===== config.mk =====
export PLATFORM = sky130hd
export DESIGN_NAME = answer_slot_mux
export DESIGN_NICKNAME = d
export VERILOG_FILES = /design/src/rtl/answer_slot_mux.sv
export SDC_FILE = /design/constraint.sdc
export NUM_CORES = 1
export LEC_CHECK = 0
export ABC_AREA = 1
export CAP_MARGIN = 20
export CORE_MARGIN = 2
export CORE_UTILIZATION = 40
export CTS_BUF_LIST = sky130_fd_sc_hd__clkbuf_8
export CTS_CLUSTER_SIZE = 25
export DETAILED_ROUTE_END_ITERATION = 16
export MAX_ROUTING_LAYER = met4
export PLACE_DENSITY = 0.73
export SLEW_MARGIN = 30
export SYNTH_ARGS = -nofsm -noshare
export SYNTH_HDL_FRONTEND = slang
export SYNTH_SLANG_ARGS = --single-unit

===== constraint.sdc =====
create_clock -name clk -period 1.7 [get_ports clk]
set_input_delay 0.34 -clock clk [delete_from_list [all_inputs] [get_ports clk]]
set_output_delay 0.34 -clock clk [all_outputs]
set_load 0.01 [all_outputs]

===== src/rtl/answer_slot_mux.sv =====
// rtl/answer_slot_mux.sv - request-counting answer mux: main data except in one aux slot, aux group rotates per frame
// Optional feature macro: FRAME_SYNC_EN (adds synchronised frame_sync restart input)
module answer_slot_mux #(
    parameter int DW        = 8,
    parameter int SLOT_W    = 7,
    parameter int FRAME_LEN = 128,
    parameter int AUX_SLOT  = 122,
    parameter int SEL_W     = 3,
    parameter int CH_LOG2   = 2,
    parameter int NUM_GRP   = 32,
    parameter int GRP_W     = 5,
    parameter int AW        = 7
) (
    input  logic              clk,
    input  logic              rst,
    input  logic              req,
    input  logic [SEL_W-1:0]  sel,
    input  logic [DW-1:0]     data_aux,
    input  logic [DW-1:0]     data_main,
`ifdef FRAME_SYNC_EN
    input  logic              frame_sync,
`endif
    output logic [DW-1:0]     data_tx,
    output logic [AW-1:0]     addr_aux,
    output logic [SLOT_W-1:0] slot,
    output logic              aux_active,
    output logic              frame_wrap
);

    if (AUX_SLOT >= FRAME_LEN) begin : g_bad_aux_slot
        $error("answer_slot_mux: AUX_SLOT must be below FRAME_LEN");
    end
    if (NUM_GRP > 2**GRP_W) begin : g_bad_grp_w
        $error("answer_slot_mux: GRP_W too narrow for NUM_GRP");
    end

    localparam logic [SLOT_W-1:0] SLOT_LAST = SLOT_W'(FRAME_LEN - 1);
    localparam logic [SLOT_W-1:0] SLOT_AUX  = SLOT_W'(AUX_SLOT);
    // grp advances in the slot right after the aux slot, so the new group is ready next frame
    localparam logic [SLOT_W-1:0] SLOT_STEP = SLOT_W'((AUX_SLOT + 1) % FRAME_LEN);
    localparam logic [GRP_W-1:0]  GRP_LAST  = GRP_W'(NUM_GRP - 1);

    typedef enum logic [1:0] {IDLE, CHECK, HOLD} state_t;

    state_t            state, state_next;
    logic [1:0]        req_sync;
    logic              req_s;
    logic [GRP_W-1:0]  grp, grp_next;
    logic [SLOT_W-1:0] slot_next;
    logic              wrap_next;

    assign req_s = req_sync[1];

`ifdef FRAME_SYNC_EN
    // third stage holds the previous synchronised level for edge detection
    logic [2:0] fs_sync;
    logic       fs_rise;

    assign fs_rise = fs_sync[1] & ~fs_sync[2];

    always_ff @(posedge clk or negedge rst) begin
        if (!rst) fs_sync <= '0;
        else      fs_sync <= {fs_sync[1:0], frame_sync};
    end
`endif

    always_ff @(posedge clk or negedge rst) begin
        if (!rst) begin
            req_sync   <= '0;
            state      <= IDLE;
            slot       <= '0;
            grp        <= '0;
            frame_wrap <= 1'b0;
        end else begin
            req_sync   <= {req_sync[0], req};
            state      <= state_next;
            slot       <= slot_next;
            grp        <= grp_next;
            frame_wrap <= wrap_next;
        end
    end

    always_comb begin
        state_next = state;
        slot_next  = slot;
        grp_next   = grp;
        wrap_next  = 1'b0;
        case (state)
            IDLE: begin
                if (req_s) begin
                    slot_next  = (slot == SLOT_LAST) ? '0 : slot + 1'b1;
                    wrap_next  = (slot == SLOT_LAST);
                    state_next = CHECK;
                end
            end
            CHECK: begin
                if (slot == SLOT_STEP)
                    grp_next = (grp == GRP_LAST) ? '0 : grp + 1'b1;
                state_next = HOLD;
            end
            HOLD: begin
                if (!req_s) state_next = IDLE;
            end
            default: state_next = IDLE;
        endcase
`ifdef FRAME_SYNC_EN
        // frame restart wins; parking in HOLD drops any coincident request
        if (fs_rise) begin
            slot_next  = '0;
            grp_next   = grp;
            wrap_next  = 1'b0;
            state_next = HOLD;
        end
`endif
    end

    assign aux_active = (slot == SLOT_AUX);
    assign data_tx    = aux_active ? data_aux : data_main;
    assign addr_aux   = AW'(sel) + AW'(32'(grp) << CH_LOG2);

endmodule


# Word-level counts from Yosys, hierarchy flattened
# Cells that the tools add are included.
dict set report op_classes {
  n_addsub 3
  shifts 0
  n_reduce_logical 4
  n_eq_ne 8
  multipliers 0
  div 0
  mux 8
  bitwise_logic 0
  order_cmp 0
}
# op count
set op_table {}
lappend op_table {{$eq A7 B7 Y1 const B} 3}
lappend op_table {{$mux W8} 1}
lappend op_table {{$add A3 B7 Y7} 1}
lappend op_table {{$add A7 B1 Y7 const B} 1}
lappend op_table {{$mux W7} 1}
lappend op_table {{$pmux W2 S3} 1}
lappend op_table {{$reduce_and A2 Y1} 3}
lappend op_table {{$add A5 B1 Y5 const B} 1}
lappend op_table {{$eq A5 B5 Y1 const B} 1}
lappend op_table {{$mux W5} 1}
lappend op_table {{$mux W2} 2}
lappend op_table {{$ne A2 B2 Y1 const B} 2}
lappend op_table {{$eq A2 B1 Y1 const B} 1}
lappend op_table {{$eq A2 B2 Y1 const B} 1}
lappend op_table {{$logic_not A2 Y1} 1}
lappend op_table {{$mux W1} 2}
dict set report totals {
  inputBits 22
  mem_count 0
  romBits 0
  ram_bits 0
  latch_bits 0
  out_inout_bits 24
  ff_bits 17
}

# Depth between registers and ports, before layout
# Gate-level depths: netlist of the first run.
dict set report logic_depth {
  depth_word 3
  mapped_depth 7
  depth_no_buf 7
}

# Least setup slack after synthesis of the first run
# OpenSTA, ideal clock, no wires.
dict set report synth_timing {
  path_kind {reg-to-output}
  from {register slot[0]}
  to {output data_tx[0]}
  arrival_time_ns 1.180
  n_path_buf 0
  path_stages_with_launch 7
  setup_slack_ns 0.180
  t_required_ns 1.360
  cell_sequence {dfrtp_1 > inv_1 > ha_1 > nand2_4 > nor2_8 > nand2_1 > nand2_1}
}
dict set report synth_between {
  elab_chain_len 2
}
# element line_no
set synth_lines {}
lappend synth_lines {{start, declared} 25} ;# output logic [SLOT_W-1:0] slot,
lappend synth_lines {{start signal, assigned} 77} ;# slot <= slot_next;
lappend synth_lines {{$eq A7 B7 Y1} 117} ;# assign aux_active = (slot == SLOT_AUX);
lappend synth_lines {{net aux_active} 26} ;# output logic aux_active,
lappend synth_lines {{$mux W8} 118} ;# assign data_tx = aux_active ? data_aux : data_main;
lappend synth_lines {{end, declared} 23} ;# output logic [DW-1:0] data_tx,
# The timed path passes the listed nets, and every way through them passes these cells.

# Worst setup path in the final report of the first run
dict set report layout_timing {
  from {register slot[0]}
  to {output data_tx[2]}
}
dict set report layout_between {
  elab_chain_len 2
}
# element line_no
set layout_lines {}
lappend layout_lines {{$eq A7 B7 Y1} 117}
lappend layout_lines {{$mux W8} 118}
# Every way passes these cells.

==> impl.org, run 1 <==
** Setup path
- STA puts the critical path data required time at 1.36 ns.
- Cell class contributing the biggest share of worst-path delay :: flip-flops
- Along the worst path, the maximum fanout reaches 6.
- Crit Path Class :: reg2out
- Largest stage delay, worst path :: 0.39 ns
- For the worst setup path, the data arrival time is 1.43 ns.
- STA classifies the critical path startpoint as a flip-flop.
- The critical path goes through inv_2 > ha_4 > nand2_8 > nor2_8 > buf_6 > nand2_2 > nand2_1 > buf_2.
- STA classifies the critical path endpoint as an output port.
- Slack of the worst reg-to-reg path :: 0.24 ns
- Max stage delay cell, worst path :: sky130_fd_sc_hd__dfrtp_1
- The critical path contains buffers and inverters numbering 3 combined.

** Detailed routing
- For this block, the routed nets add up to 2880 um of wire.
- DR vias :: 1141
- Dividing the detail-routed via count by the number of cells gives 4.90.
- After detailed routing, the average wire length per cell comes to 12.4 um.
- Violation count after the first detailed-routing iteration :: 52
- Remaining DRCs :: 0
- The detail route stage leaves a number of antenna-violating nets equal to 0.
- The first detailed-routing pass ran for 4 iterations.

** Floorplanning
- For this design the top-level I/O count stands at between 40 and 50.
- The floorplan has 19 rows.
- The die covers 3180 sq um.
- Core Box Area :: 2690 sq um
- Starting utilization of the core area :: 0.409
- Die Y :: 56.4 um
- Width of the die :: 56.4 um

** Global routing
- First-pass GRT wire length :: 4620 um
- Initial antenna violation count :: 0
- In the global route stage, overall resource usage came out at 0.191.
- Summed over all layers, the global routing overflow is 0.
- Pin count of the biggest net entering global routing :: 18
- Number of global-route vias before repair :: roughly 1100

** Pwr
- The worst-case IR drop observed on VDD is 935 uV.
- Total power divided by cell area :: 901 nW/um^2
- Leakage power summed over all cells :: 0.945 nW

** Hold path
- The worst hold path belongs to the class reg2reg.

** Finish
- Fillers :: 207
- The number of antenna diodes in the final layout is 0.
- Across the whole layout, storage elements account for 425 sq um.
- In the layout the commonest cells are sky130_fd_sc_hd__nand2_1 (32), sky130_fd_sc_hd__clkdlybuf4s50_1 (24), sky130_fd_sc_hd__buf_4 (24).
- Of the cells placed in the final design, the portion with a size suffix greater than 1 is 0.386.
- Multi-input combinational cell area :: about 700 sq um
- The finished layout holds 233 standard cells, fillers aside.
- Syn-to-layout area delta :: 68.4%
- After the last flow step, the layout net total stands at ~230.
- Leading cell type in the layout, fill and taps excluded :: sky130_fd_sc_hd__nand2_1

** Synthesis
- Synth Cell Area :: 1100 sq um
- Number of instances in the synthesized netlist :: roughly 130
- Post-synth cell types :: 26
- Number of register bits inferred by synthesis :: 17
- A synthesized cell averages 8.33 sq um.
- Of the synthesized area, sequential elements account for 0.387.
- Post-synthesis net count :: 162
- During synthesis, Yosys emitted a total of 0 warnings.

** Timing
- After layout, the worst setup slack is -0.0691 ns.
- Highest Clock Rate :: 0.565 GHz
- Clock skew on the completed layout was measured at 0.00181 ns.
- Portion of the clock cycle consumed by the worst path in the final layout :: 1.04
- Setup violators final :: 8
- For the pin with the worst max-slew slack, the measured transition is 0.237 ns.
- Final Max Tran Viols :: 0
- The worst pin sits at a relative slew slack of 0.841.
- Setup repair after global routing could not meet its margin everywhere.
- Summed over all failing endpoints, the final setup total negative slack is -0.355 ns.
- The final count of hold timing violations came to 0.
- Final critical-path required period :: 1.77 ns

** CTS
- After clock tree synthesis, the clock-pin slew on the worst setup and hold paths is 0.07 ns.
- Skew-Pair Late Insertion Delay :: 0.25 ns
- CTS saw 17 sinks.
- TritonCTS built the clock tree.
- CTS built an H-tree with a depth of 1.
- Root buf cell :: sky130_fd_sc_hd__clkbuf_8
- Hold repair after CTS inserted 0 buffers.
- Clock Tree Buf Depth :: 2
- Total CTS buffers :: 3

** Run status
- Violated checks :: setup timing
- Run status :: finished with violations

** Place
- At the placement stage, the worst setup path has a slack of -0.583 ns.
- The HPWL after detailed placement is 2100 um.
- PortBufs :: 41
- The number of placed instances, taps included, is 220.
- Routability-driven placement finished with a final weighted congestion of between 0.8 and 0.9.

** Job
- Across the run, the number of max-cap violations was 0.
-- registers in the layout, indices dropped and copies added (netlist names) --
signal / cells
slot: 7
grp: 5
req_sync: 2
frame_wrap: 1
state: 2
-- final cells by class --
class | instances | share of cell area
clock buffers | 3 | 0.0223
clock inverters | 1 | 0.00270
inverters | 14 | 0.0311
multi-input cells | 99 | 0.384
flip-flops and latches | 17 | 0.230
well taps | 31 | 0.0209
repair buffers | 68 | 0.309
-- metal layers --
metal,track usage,wire (um),vias up,part of all wire
li1,-,-,567,-
met1,0.189,1070,525,0.37
met2,0.347,1550,45,0.54
met3,0.0461,221,4,0.077
met4,0.0884,44,0,0.015
met5,-,0,-,0
-- Yosys cell counts --
library cell	number	share of area
sky130_fd_sc_hd__or2_2	1	0.0057
sky130_fd_sc_hd__dfrtp_1	17	0.39
sky130_fd_sc_hd__xor2_1	5	0.040
sky130_fd_sc_hd__o21ai_1	8	0.036
sky130_fd_sc_hd__o21ai_2	1	0.0080
sky130_fd_sc_hd__xnor2_1	1	0.0080
sky130_fd_sc_hd__ha_1	8	0.091
sky130_fd_sc_hd__inv_1	11	0.038
sky130_fd_sc_hd__nor3_1	1	0.0045
sky130_fd_sc_hd__inv_4	1	0.0057
sky130_fd_sc_hd__nand3_2	1	0.0091
sky130_fd_sc_hd__nand4_1	1	0.0057
sky130_fd_sc_hd__o21ai_0	3	0.014
sky130_fd_sc_hd__a21oi_1	1	0.0045
sky130_fd_sc_hd__nor2_2	1	0.0057
sky130_fd_sc_hd__nand2_1	37	0.13
sky130_fd_sc_hd__nor2_1	5	0.017
sky130_fd_sc_hd__nand2_2	4	0.023
sky130_fd_sc_hd__inv_2	2	0.0068
sky130_fd_sc_hd__nand2_4	1	0.010
sky130_fd_sc_hd__buf_4	2	0.014
sky130_fd_sc_hd__nand3b_1	1	0.0068
sky130_fd_sc_hd__nor3_2	2	0.018
sky130_fd_sc_hd__nor2_4	2	0.020
sky130_fd_sc_hd__nand3_1	13	0.059
sky130_fd_sc_hd__nor2_8	2	0.036
-- cells by family (layout without fill, tap and decap cells) --
| kind of cell | after synthesis | count (layout) | share of synthesized area |
|---|---|---|---|
| simple gates | 72 | 72 | 0.348 |
| fa+ha+maj | 8 | 8 | 0.0910 |
| buf+inv | 16 | 86 | 0.0637 |
| xor+xnor | 6 | 6 | 0.0478 |
| compound gates | 13 | 13 | 0.0626 |
| flops | 17 | 17 | 0.387 |
-- path summary, 6_finish.rpt --
path,end,cells past startpoint,from
setup reg to reg,grp[2]$_DFFE_PN0P_,8,grp[0]$_DFFE_PN0P_
min in group asynchronous,grp[3]$_DFFE_PN0P_,2,rst
setup / recovery,data_tx[2],8,slot[0]$_DFFE_PN0P_
hold reg to reg,req_sync[1]$_DFF_PN0_,0,req_sync[0]$_DFF_PN0_
hold / removal,req_sync[1]$_DFF_PN0_,0,req_sync[0]$_DFF_PN0_
max in group asynchronous,slot[6]$_DFFE_PN0P_,2,rst
-- stage by stage --
stage / cell area [sq um] / power (mW) / util / hold WS, ns
after floorplan: 1100 / 0.896 / - / 0.0444
after global placement: 1680 / 1.29 / 0.626 / 0.338
after detailed placement: 1680 / 1.32 / 0.626 / 0.348
after CTS: 1790 / 1.68 / 0.665 / 0.364
after global routing: 1850 / 1.77 / 0.689 / 0.366
final: 1850 / 1.67 / 0.689 / 0.359
-- repair_timing --
action                                  in CTS  in global routing
hold endpoints to repair                     0                  0
endpoints found under the setup margin      15                 11
pin swaps                                    8                  8
buffers inserted                             6                  3
resized for setup                           65                 14
-- where the power goes --
group	total [mW]	switching (mW)	internal, mW
Clock	0.300	0.138	0.163
Combinational	0.815	0.405	0.410
Sequential	0.554	0.0658	0.488
Total	1.67	0.609	1.06
Power figures use the tool's default switching activity.
==> run 2, diff against run 1 <==
Settings changed: PLACE_DENSITY 0.73 to 0.74.
==> run 2 against run 1 <==
Effect of this change:
- largest cell class unchanged
- die area stayed put
- register-to-register slack worse by 0.03 ns
- count of clock-buffer cells in the layout stayed put
- the run still ends with setup timing left
- cell count is 2.1% lower
- via count is 0.96% higher
- flip-flop and latch count stayed put
- critical path type unchanged
- fmax is 3.1% lower
==> impl.org, run 2 (same netlist as run 1, synthesis figures left out) <==
** Setup path
- Crit Reg-Reg Endpoint :: grp[2]$_DFFE_PN0P_
- The critical path goes through inv_2 > ha_4 > nand2_4 > buf_6 > nor2_8 > nand2_2 > nand2_2 > buf_6.
- Counting cells, the worst reg-to-reg path comes to 8.
- Slack of the worst reg-to-reg path :: 0.21 ns
- STA classifies the critical path endpoint as an output port.
- Type of origin of the critical path :: flip-flop
- In this design, the stage delay of the slowest critical-path cell is 0.39 ns.
- In this run the critical register-to-register path is launched from grp[0]$_DFFE_PN0P_.
- For the worst setup path, the data required time is 1.36 ns.
- Cell class contributing the biggest share of worst-path delay :: flip-flops
- The worst setup path is of the reg2out kind.
- Biggest fanout along the worst timing path :: 5
- The critical path contains buffers and inverters numbering 3 combined.
- The slowest stage of the critical path is the sky130_fd_sc_hd__dfrtp_1 cell.
- The critical path starts at slot[0]$_DFFE_PN0P_.
- Arrival @ worst endpoint :: about 1.5 ns

** CTS
- Clock tree from TritonCTS :: done
- The tree is rooted in a sky130_fd_sc_hd__clkbuf_8.
- Buffers inserted to repair hold after CTS numbered 0.
- At the later pin of the worst-skew pair, clock insertion delay measures 0.26 ns.
- Total CTS buffers :: 3
- The tree built by TritonCTS fans out to 17 sinks.
- H-tree depth reported by CTS :: 1
- CTS clk-pin slew, worst paths :: 0.07 ns
- The clock passes through at most 2 buffers.

** Floorplanning
- Number of top-level pins :: between 40 and 50
- Die footprint :: approximately 3200 sq um
- After floorplanning, the core was sized to cover 2690 sq um.
- Die Y :: 56.4 um
- Starting utilization of the core area :: 0.409
- Width of the die :: about 56 um
- Cell row count :: 19

** Place
- Setup slack at placement :: -0.589 ns
- Routability-driven placement finished with a final weighted congestion of 0.881.
- PortBufs :: 41
- Number of placed instances with taps included :: approximately 220
- Area post-placement :: 1640 sq um
- Detailed-placement wirelength estimate :: ~2200 um

** Detailed routing
- For this run, design rule violations remaining after detail routing come to 0.
- Overall routed net length :: 2980 um
- Post-route ant nets :: 0
- Number of iterations in the first detailed-routing pass :: 4
- Detail-routed net length per standard cell :: 13.1 um
- Using the TritonRoute via totals, the vias-per-cell ratio works out to 5.05.
- Across all layers, the routed design uses around 1200 vias.
- In this run, the number of DRC markers left after iteration 0 of detailed routing was 51.

** Timing
- Setup violations remaining at the end of the flow were counted as 10.
- Setup repair after global routing missed its margin :: yes
- Transition time at the pin with the least slew margin :: 0.262 ns
- Final critical-path required period :: 1.83 ns
- Final count of hold timing violations :: 0
- Highest Clock Rate :: ~0.55 GHz
- Total Neg Setup Slack :: -0.912 ns
- Final worst setup slack :: -0.126 ns
- Final Hold Slack :: 0.365 ns
- Final Max Tran Viols :: 0
- In the finished design, the share of the clock period the worst path needs comes to 1.07.
- Headroom to the max-slew limit came out at 0.825.
- Layout Skew :: ~0.0047 ns

** Global routing
- Across every metal layer, demand over resource in global routing totals 0.199.
- For this run the aggregate overflow at the end of global routing stands at 0.
- Pin count of the biggest net entering global routing :: 18
- First-pass GRT wire length :: 4890 um
- Initial antenna violation count :: 0
- The number of global-route vias before repair was 1133.

** Hold path
- Hold/Removal Path Class :: reg2reg
- Hold path endpoint :: req_sync[1]$_DFF_PN0_
- Worst Hold Launch :: req_sync[0]$_DFF_PN0_
- Along the worst hold path, the cell count comes to 0.

** Job
- Max-cap violations in this run came to 0.

** Run status
- The checks that failed: setup timing.
- The run finished, with violations left.

** Finish
- Layout net count :: 228
- The register with the most flip-flops in the layout has 7 of them.
- Diode count :: 0
- Top Registers :: slot (7), grp (5)
- Commonest non-fill, non-tap cells in the layout :: sky130_fd_sc_hd__nand2_1 (30), sky130_fd_sc_hd__clkdlybuf4s50_1 (24), sky130_fd_sc_hd__buf_4 (18)
- Register with the most flip-flops :: slot
- Leading cell type in the layout, fill and taps excluded :: sky130_fd_sc_hd__nand2_1
- The area growth from synthesis to layout is 60.9%.
- Utilization after layout :: 0.659
- Total non-filler cell area in the finished layout :: 1770 sq um
- For this run, the number of standard cells in the final layout without fillers is roughly 230.
- Of the cells placed in the final design, the portion with a size suffix greater than 1 is 0.360.

** Pwr
- Final Power :: roughly 1.6 mW
- Leakage power summed over all cells :: 0.897 nW
- Total power divided by cell area :: 921 nW/um^2
- Peak supply drop :: slightly below 900 uV
-- run 2: cell count changes in the layout (fill, tap and decap cells not counted), sizes merged --
cell         previous run  this run
dlygate4sd2             5         4
clkinv                  1         0
clkbuf                  5         4
buf                    37        33
nor2                   10        11
clkinvlp                0         1
-- run 2: area by class of cell --
class	instances	area (sq um)
fill	222	917
multi-input combinational	100	683
inverter	14	57.6
sequential	17	425
timing repair buffer	62	515
clock buffer	3	41.3
clock inverter	1	7.51
tap	31	38.8
-- run 2: routing by layer --
metal	up-vias	global-route usage	part of all wire
met5	-	-	0
met4	0	0.0510	0.012
met3	4	0.0438	0.078
met2	49	0.365	0.54
met1	546	0.213	0.37
li1	553	-	-
-- run 2: worst max path at each step --
stage,slack [ns],cells past startpoint,to
5_1_grt,-0.19,8,data_tx[7]
3_5_place_dp,-0.59,6,addr_aux[6]
3_3_place_gp,-0.58,6,addr_aux[6]
6_report,-0.13,8,data_tx[3]
2_1_floorplan,0.18,6,data_tx[0]
4_1_cts,-0.11,8,data_tx[7]
-- run 2: power by group --
part | leakage [nW] | switching [mW] | total (mW) | internal, mW
clock network | 0.0217 | 0.146 | 0.311 | 0.165
logic | 0.653 | 0.386 | 0.762 | 0.376
registers | 0.222 | 0.0673 | 0.555 | 0.488
-- run 2: timing repair --
action                     CTS  global route
gates cloned                 1             0
gates resized for setup     69             9
setup endpoints to repair   15            12
pin swaps                    8             5
buffers inserted             6             1
-- run 2: worst reg2reg max path: stages, from the launching register on --
cell and delay [ns]:
sky130_fd_sc_hd__dfrtp_1 0.43, sky130_fd_sc_hd__buf_4 0.16, sky130_fd_sc_hd__ha_1 0.20, sky130_fd_sc_hd__nand2_1 0.09, sky130_fd_sc_hd__nor2_1 0.06, sky130_fd_sc_hd__ha_1 0.17
sky130_fd_sc_hd__inv_1 0.07, sky130_fd_sc_hd__nand3_1 0.10, sky130_fd_sc_hd__o21ai_2 0.14
==> variant: new RTL, flow settings as in run 2 <==
Re-encode `state_t` (3 states) as one-hot, 3 bits wide.
--- a/src/rtl/answer_slot_mux.sv
+++ b/src/rtl/answer_slot_mux.sv
@@ -40,7 +40,7 @@
     localparam logic [SLOT_W-1:0] SLOT_STEP = SLOT_W'((AUX_SLOT + 1) % FRAME_LEN);
     localparam logic [GRP_W-1:0]  GRP_LAST  = GRP_W'(NUM_GRP - 1);
 
-    typedef enum logic [1:0] {IDLE, CHECK, HOLD} state_t;
+    typedef enum logic [2:0] {IDLE = 3'b001, CHECK = 3'b010, HOLD = 3'b100} state_t;
 
     state_t            state, state_next;
     logic [1:0]        req_sync;
Function: same outputs for any inputs over 10 cycles, from zero or initial values and one cycle with rst low; not proved beyond that.
==> variant against run 2 <==
- largest cell class unchanged
- sequential cell count grew 1
- the flow still finishes with violations (negative setup slack)
- worst setup slack worse by 13 ps
- synthesized cell count is 6.8% higher
- power increased by 2.5%
- synthesized area increased by 2.0%
- count of clock-buffer cells in the layout up 1
- clock skew shrank 1.3 ps
- wire length decreased by 4.1%
- non-clock buffer count increased by 4
- final area increased by 3.9%
==> variant: results (changes against run 2) <==
Min path
  – Hold Crit Class: reg2reg

Detailed routing
  – Routed WL per cell: 11.9 um (-8.5%)
  – DR iter-0 viols: 34 (-33%)
  – Via Count: 1165 (+1.1%)
  – Via density per instance: 4.87 (-3.5%)
  – DRT Pass-1 Iters: 2 (-2)

Place
  – # placed instances: 222 (+2.8%)
  – Gpl congestion: 0.806 (-8.5%)
  – Post-DP HPWL: 2080 um (-4.8%)

STA
  – Final setup margin: -139 ps (-13.1 ps)
  – Sum Neg Setup Slack: -881 ps (+31.8 ps)
  – Slew HR: 0.692 (-0.133)
  – Clock skew: 3.41 ps (-1.27 ps)
  – Final Setup Violations: 8 (-2)

Logic synthesis
  – Post-Synth XOR/XNOR Area: 0.0390 (-0.00876)
  – Syn_nets: 171 (+5.6%)
  – Sequential area share after synthesis: 0.402 (+0.0156)
  – Post-synth top cells: nand2_1 (41), dfrtp_1 (17), nand3_1 (13)
  – Top post-synthesis cells by area: dfrtp_1 (38%), nand2_1 (14%), ha_1 (8.9%)
  – Adder-Cell Fraction of Synth Area: 0.0892 (-0.00183)
  – Synth Area in Compound Gates: 0.0758 (+0.0132)
  – Synth Instances: 141 (+6.8%)

Worst setup path
  – Critical path endpoint: data_tx[6]
  – Kind of cell adding the most delay to the critical path: buffers and inverters
  – RR Endpoint: grp[2]$_DFFE_PN0P_
  – CP max stage delay: 390 ps (about the same)
  – Worst setup path start: slot[0]$_DFFE_PN0P_

Clocking
  – Clk_lat worst skew: 250 ps
  – Post-CTS sizing: 64 (-7.2%)

Power and ir drop
  – Leakage power: 0.923 nW (+2.9%)
  – VDD IR max: 0.000788 V (-11%)

GRT
  – Largest net degree at the start of global routing: 19 (+1)
  – Global-route total usage across every layer: 0.196 (-0.00223)
  – Vias in the first global route: 1142 (+0.79%)

Run status
  – Outcome: finished with violations
  – Violated checks: negative setup slack

Finish
  – Largest registers: slot: 7 flops, grp: 5 flops, state: 3 flops
  – Fin nets: 239 (+4.8%)
  – Layout cells sized above 1: 0.313 (-0.0479)
-- variant: routing by layer --
metal	global-route usage	routed length, um	share of wire
met5	-	0	0
met4	0.0598	37	0.013
met3	0.0363	76	0.027
met2	0.342	1540	0.54
met1	0.230	1200	0.42
-- variant: metrics by stage --
stage | power [mW] | setup WS [ps] | instance area [sq um] | hold WS [ps]
finish | 1.67 | -139 | 1840 | 353
CTS | 1.64 | -142 | 1760 | 356
global placement | 1.19 | -553 | 1640 | 335
floorplan | 0.863 | 84.5 | 1120 | 44.4
global route | 1.79 | -222 | 1840 | 369
detailed placement | 1.21 | -605 | 1640 | 341
-- variant: layout make-up --
cell class / instances / area, sq um
fillers: 217 / 872
inverters: 15 / 61.3
flip-flops and latches: 18 / 452
repair buffers: 66 / 566
clock buffers: 4 / 55.1
multi-input cells: 105 / 666
well taps: 31 / 38.8
-- variant: power breakdown --
part	total, mW	internal (mW)	switching [mW]
clock network	0.337	0.205	0.132
registers	0.582	0.518	0.0643
logic	0.751	0.386	0.364
